===== src/rtl/mdu_pkg.sv =====
// Shared definitions for the multiply/divide unit.
//   OP_*        : encoding of the 2-bit op port
//   mdu_state_t : sequencer states (IDLE, BUSY, FINISH)
package mdu_pkg;

    localparam logic [1:0] OP_MULT  = 2'b00;
    localparam logic [1:0] OP_MULTU = 2'b01;
    localparam logic [1:0] OP_DIV   = 2'b10;
    localparam logic [1:0] OP_DIVU  = 2'b11;

    typedef enum logic [1:0] {
        IDLE,
        BUSY,
        FINISH
    } mdu_state_t;

endpackage


===== src/rtl/mdu_sign_fix.sv =====
// Conditional two's-complement negation.
// Ports:
//   value  : input word
//   negate : when high, result = -value, otherwise result = value
//   result : output word
module mdu_sign_fix #(
    parameter int WIDTH = 32
) (
    input  logic [WIDTH-1:0] value,
    input  logic             negate,
    output logic [WIDTH-1:0] result
);

    assign result = negate ? (~value + WIDTH'(1)) : value;

endmodule


===== src/rtl/mult_div_unit.sv =====
// Iterative multiply/divide unit with architectural HI/LO registers.
// Radix-2 shift-add multiply and restoring divide on operand magnitudes,
// one bit per cycle; signs are fixed up on the final edge.
// Ports:
//   clk, rst          : clock, asynchronous active-high reset
//   start, op         : launch request (sampled in IDLE) and operation
//   SrcA, SrcB        : operands (multiplicand/dividend, multiplier/divisor)
//   hi_we, lo_we      : MTHI/MTLO writes of SrcA, honoured only in IDLE
//   busy, done        : sequencer active, one-cycle completion pulse
//   div_by_zero       : pulses with done for a divide by zero
//   HI, LO            : architectural result registers
// Build option: define MDU_DIV_EN to include DIV/DIVU; otherwise divide
// starts are ignored and no divider is built.
module mult_div_unit
    import mdu_pkg::*;
#(
    parameter int DATA_WIDTH = 32
) (
    input  logic                  clk,
    input  logic                  rst,
    input  logic                  start,
    input  logic [1:0]            op,
    input  logic [DATA_WIDTH-1:0] SrcA,
    input  logic [DATA_WIDTH-1:0] SrcB,
    input  logic                  hi_we,
    input  logic                  lo_we,
    output logic                  busy,
    output logic                  done,
    output logic                  div_by_zero,
    output logic [DATA_WIDTH-1:0] HI,
    output logic [DATA_WIDTH-1:0] LO
);

    localparam int CNT_W = $clog2(DATA_WIDTH);
    localparam logic [CNT_W-1:0] CNT_LAST = CNT_W'(DATA_WIDTH - 1);

    mdu_state_t            state;
    logic [CNT_W-1:0]      cnt;
    // acc: upper product half / partial remainder
    // quo: multiplier shifting out, low product half / dividend shifting out, quotient
    // dsr: multiplicand or divisor magnitude
    logic [DATA_WIDTH-1:0] acc;
    logic [DATA_WIDTH-1:0] quo;
    logic [DATA_WIDTH-1:0] dsr;
    logic                  neg_res;

    logic                    signed_op;
    logic                    a_neg;
    logic                    b_neg;
    logic                    accept;
    logic [DATA_WIDTH-1:0]   a_mag;
    logic [DATA_WIDTH-1:0]   b_mag;
    logic [2*DATA_WIDTH-1:0] res_raw;
    logic [2*DATA_WIDTH-1:0] res_fix;
    logic [DATA_WIDTH:0]     mul_sum;
    logic [DATA_WIDTH-1:0]   acc_step;
    logic [DATA_WIDTH-1:0]   quo_step;

    assign signed_op = ~op[0];
    assign a_neg     = signed_op & SrcA[DATA_WIDTH-1];
    assign b_neg     = signed_op & SrcB[DATA_WIDTH-1];

    mdu_sign_fix #(.WIDTH(DATA_WIDTH)) u_a_fix (
        .value  (SrcA),
        .negate (a_neg),
        .result (a_mag)
    );

    mdu_sign_fix #(.WIDTH(DATA_WIDTH)) u_b_fix (
        .value  (SrcB),
        .negate (b_neg),
        .result (b_mag)
    );

    // Quotient is negated through the wide fixer; its low half equals -quotient.
    mdu_sign_fix #(.WIDTH(2*DATA_WIDTH)) u_res_fix (
        .value  (res_raw),
        .negate (neg_res),
        .result (res_fix)
    );

    assign mul_sum = {1'b0, acc} + (quo[0] ? {1'b0, dsr} : '0);

`ifdef MDU_DIV_EN
    logic                  is_div;
    logic                  dbz;
    logic                  neg_rem;
    logic [DATA_WIDTH:0]   div_shift;
    logic                  div_ge;
    logic [DATA_WIDTH-1:0] div_diff;
    logic [DATA_WIDTH-1:0] rem_fix;

    assign accept    = start;
    assign div_shift = {acc, quo[DATA_WIDTH-1]};
    assign div_ge    = div_shift >= {1'b0, dsr};
    // Partial remainder stays below the divisor, so the difference fits in DATA_WIDTH bits.
    assign div_diff  = DATA_WIDTH'(div_shift - {1'b0, dsr});
    assign res_raw   = is_div ? {{DATA_WIDTH{1'b0}}, quo} : {acc, quo};

    mdu_sign_fix #(.WIDTH(DATA_WIDTH)) u_rem_fix (
        .value  (acc),
        .negate (neg_rem),
        .result (rem_fix)
    );
`else
    assign accept      = start & ~op[1];
    assign res_raw     = {acc, quo};
    assign div_by_zero = 1'b0;
`endif

    always_comb begin
        acc_step = mul_sum[DATA_WIDTH:1];
        quo_step = {mul_sum[0], quo[DATA_WIDTH-1:1]};
`ifdef MDU_DIV_EN
        if (is_div) begin
            acc_step = div_ge ? div_diff : div_shift[DATA_WIDTH-1:0];
            quo_step = {quo[DATA_WIDTH-2:0], div_ge};
        end
`endif
    end

    always_ff @(posedge clk or posedge rst) begin
        if (rst) begin
            state   <= IDLE;
            cnt     <= '0;
            HI      <= '0;
            LO      <= '0;
            busy    <= 1'b0;
            done    <= 1'b0;
            acc     <= '0;
            quo     <= '0;
            dsr     <= '0;
            neg_res <= 1'b0;
`ifdef MDU_DIV_EN
            div_by_zero <= 1'b0;
            is_div      <= 1'b0;
            dbz         <= 1'b0;
            neg_rem     <= 1'b0;
`endif
        end else begin
            done <= 1'b0;
`ifdef MDU_DIV_EN
            div_by_zero <= 1'b0;
`endif
            case (state)
                IDLE: begin
                    if (accept) begin
                        busy    <= 1'b1;
                        cnt     <= '0;
                        acc     <= '0;
                        neg_res <= a_neg ^ b_neg;
                        quo     <= b_mag;
                        dsr     <= a_mag;
                        state   <= BUSY;
`ifdef MDU_DIV_EN
                        is_div  <= op[1];
                        neg_rem <= a_neg;
                        dbz     <= op[1] & (SrcB == '0);
                        if (op[1]) begin
                            quo <= a_mag;
                            dsr <= b_mag;
                            // Divide by zero: no iterations; HI reports the raw dividend.
                            if (SrcB == '0) begin
                                acc   <= SrcA;
                                state <= FINISH;
                            end
                        end
`endif
                    end else if (!start) begin
                        // Any start in the same cycle, accepted or not, drops MTHI/MTLO.
                        if (hi_we) HI <= SrcA;
                        if (lo_we) LO <= SrcA;
                    end
                end
                BUSY: begin
                    acc <= acc_step;
                    quo <= quo_step;
                    cnt <= cnt + CNT_W'(1);
                    if (cnt == CNT_LAST) begin
                        cnt   <= '0;
                        state <= FINISH;
                    end
                end
                FINISH: begin
                    busy  <= 1'b0;
                    done  <= 1'b1;
                    state <= IDLE;
`ifdef MDU_DIV_EN
                    if (dbz) begin
                        HI          <= acc;
                        LO          <= '1;
                        div_by_zero <= 1'b1;
                    end else if (is_div) begin
                        HI <= rem_fix;
                        LO <= res_fix[DATA_WIDTH-1:0];
                    end else begin
                        {HI, LO} <= res_fix;
                    end
`else
                    {HI, LO} <= res_fix;
`endif
                end
                default: state <= IDLE;
            endcase
        end
    end

endmodule

===== config.mk =====
export PLATFORM = sky130hd
export DESIGN_NAME = mult_div_unit
export DESIGN_NICKNAME = d
export VERILOG_FILES = /design/src/rtl/mdu_pkg.sv /design/src/rtl/mdu_sign_fix.sv /design/src/rtl/mult_div_unit.sv
export SDC_FILE = /design/constraint.sdc
export NUM_CORES = 1
export LEC_CHECK = 0
export BUFFER_PORTS_ARGS = -buffer_cell sky130_fd_sc_hd__buf_4
export CORE_MARGIN = 2
export CORE_UTILIZATION = 54
export DETAILED_ROUTE_END_ITERATION = 8
export PLACE_DENSITY = 0.75
export SKIP_CTS_REPAIR_TIMING = 1
export SLEW_MARGIN = 20
export SYNTH_ARGS = -nofsm -noshare
export SYNTH_HDL_FRONTEND = slang
export SYNTH_SLANG_ARGS = --single-unit

===== constraint.sdc =====
create_clock -name clk -period 12.4 [get_ports clk]
set_input_delay 3.1 -clock clk [delete_from_list [all_inputs] [get_ports clk]]
set_output_delay 3.1 -clock clk [all_outputs]
set_load 0.05 [all_outputs]

==> run metrics <==
worst-case clock skew=9.74 ps; top post-synthesis cells by area=dfrtp_1, o21ai_0, xor2_1; CTS sink cnt=170; R2R depth=12; Placed Area=12400 um^2; # fillers=1790; layout cells sized above 1=14.4%; Design Power=0.00350 W; Max Fanout on Critical Path=4; design area=13000 um^2; synthesized cell area=11300 um^2; Synth top area share=37.7%; maximum vdd drop=0.181 mV; Starting Density=55.4%; Post-synth EDFFs=0; Core Footprint=20400 um^2; Critical Path AT=5280 ps; Power per Cell Area=269 nW/um^2; Die Span X=149 um; slew at the pin closest to its max-slew limit=1070 ps; CTS tree=built; CTS H-tree lvls=4; Inserted Clock Buffers=17; max_cap viols=0; root buf cell=clkbuf_16; P_leak=5.48 nW; Final ANT Viol Nets=0; total gr overflow=0; min cycle time layout=4980 ps; Mapped Cells=1325; yosys warns=0; max_slew headroom=28.7%; FF-to-FF setup slack=8180 ps; drt drc=0; # rows=52; drt pass-1 iters=8; setup TNS=0 ps; # setup viols final=0; Hold Vio Cnt, Final=0; Max Slew Vio Count=0; antenna fix cells=0; via count=10.7k; most frequent cells in the layout=o21ai_0, dfrtp_1, buf_4; routed len/inst=20.6 um; RSZ-0062 raised after global routing=false; Main synth FF type=dfrtp_1; drt total wl=34800 um; nets@finish=1517; Die Height=149 um; Crit. End Element=register; die area=22100 um^2; Startpoint Class=input port; commonest non-fill, non-tap cell in the layout=o21ai_0; worst skew pair latency=430 ps; library cells used by synthesis=66; via/cell ratio=6.33; largest net degree at the start of global routing=95; status=complete, no violations; Tot GR Track Use=31.8%; Max Freq=201 MHz; first-pass GRT wire length=54700 um; WHS Path Cells=2; fin worst setup slack=7420 ps; Worst Hold Class=register to register; initial antenna violation count=0; IO Pins=138; syn_area_per_cell=8.51 um^2; vias in the first global route=9950; Synth Register Bits=170; routability cong.=0.919; post-synthesis sequential area ratio=37.7%; I/O Buffers=136; initial drt markers=1065; crit path kind=input port to register; Req. time, crit path=12700 ps; layout overhead on the synthesized area=15.2%; clock slew at reported path FFs=70 ps; FFs w/ async S/R, synth=100%; Yosys top cell by area=dfrtp_1; worst slack, placed=6990 ps; Synthesized Nets=1434; maximum clock path buffer count=2; Post-DP HPWL=25500 um; period utilisation layout=40.2%
## path summary, 6_finish.rpt
check                      startpoint      end
setup / recovery              SrcB[4]  quo[30]
hold / removal                 dsr[4]   dsr[4]
setup reg to reg               quo[0]  acc[31]
hold reg to reg                dsr[4]   dsr[4]
max in group asynchronous         rst  neg_res
min in group asynchronous         rst   acc[7]
## where the power goes
part | total [W] | switching, W | internal [W]
logic | 0.00182 | 0.00114 | 0.000678
clock network | 0.000537 | 0.000250 | 0.000287
registers | 0.00115 | 0.000321 | 0.000826
## synth_stat cells (all sizes together), types with 33 or more instances
master / instances
nand2: 127
ha: 37
a22oi: 33
clkbuf: 71
dfrtp: 170
xor2: 66
xnor2: 61
nand3: 42
a21oi: 80
o21ai: 174
nor2: 92
and2: 35
## kinds of logic after synthesis
| kind of cell | count (synthesis) | synth area share [%] |
|---|---|---|
| XOR/XNOR | 127 | 9.86 |
| buffers and inverters | 103 | 3.53 |
| AND/OR/NAND/NOR | 434 | 19.3 |
| flip-flops | 170 | 37.7 |
| other | 1 | 0.0332 |
| multiplexers | 15 | 1.34 |
| AO/OA/AOI/OAI | 437 | 24.0 |
| adder cells (fa/ha/maj) | 38 | 4.28 |
## worst max-delay path, stage by stage
cell and delay (ps):
buf_4 110, or3_1 390, or3b_2 520, nor2_1 190, and2_1 200, nand2_1 110, o41ai_1 390, xor2_1 180
o21ai_0 80
## registers in the layout (all words and copies together), names as in the netlist
| name | cells |
|---|---|
| neg_res | 1 |
| busy | 1 |
| dsr | 32 |
| HI | 32 |
| done | 1 |
| state | 2 |
| quo | 32 |
| cnt | 5 |
| acc | 32 |
| LO | 32 |
## per-stage QoR
| stage | util [%] | hold WS [ps] | std cells |
|---|---|---|---|
| floorplan | - | 442 | 1325 |
| global placement | 61.0 | 454 | 1659 |
| detailed placement | 61.0 | 463 | 1659 |
| CTS | 63.8 | 478 | 1691 |
| global route | 63.8 | 493 | 1691 |
| finish | 63.8 | 473 | 1691 |
## area by class of cell
class,count,area (um^2),area share (%)
clock buffer,18,439,3.38
clock inverter,14,136,1.05
inverter,21,83.8,0.645
multi-input combinational,1052,6650,51.2
sequential,170,4260,32.7
tap,270,338,2.60
timing repair buffer,146,1100,8.43
## layer usage
metal | part of all wire (%) | vias up | routed length, um | global-route usage [%]
li1 | - | 4994 | - | -
met1 | 42 | 5116 | 14600 | 43.7
met2 | 46 | 506 | 16100 | 50.3
met3 | 7.7 | 89 | 2690 | 4.75
met4 | 4.2 | 0 | 1480 | 13.7
met5 | 0 | - | 0 | 0
Note: power is estimated with default switching activity, not from simulation.
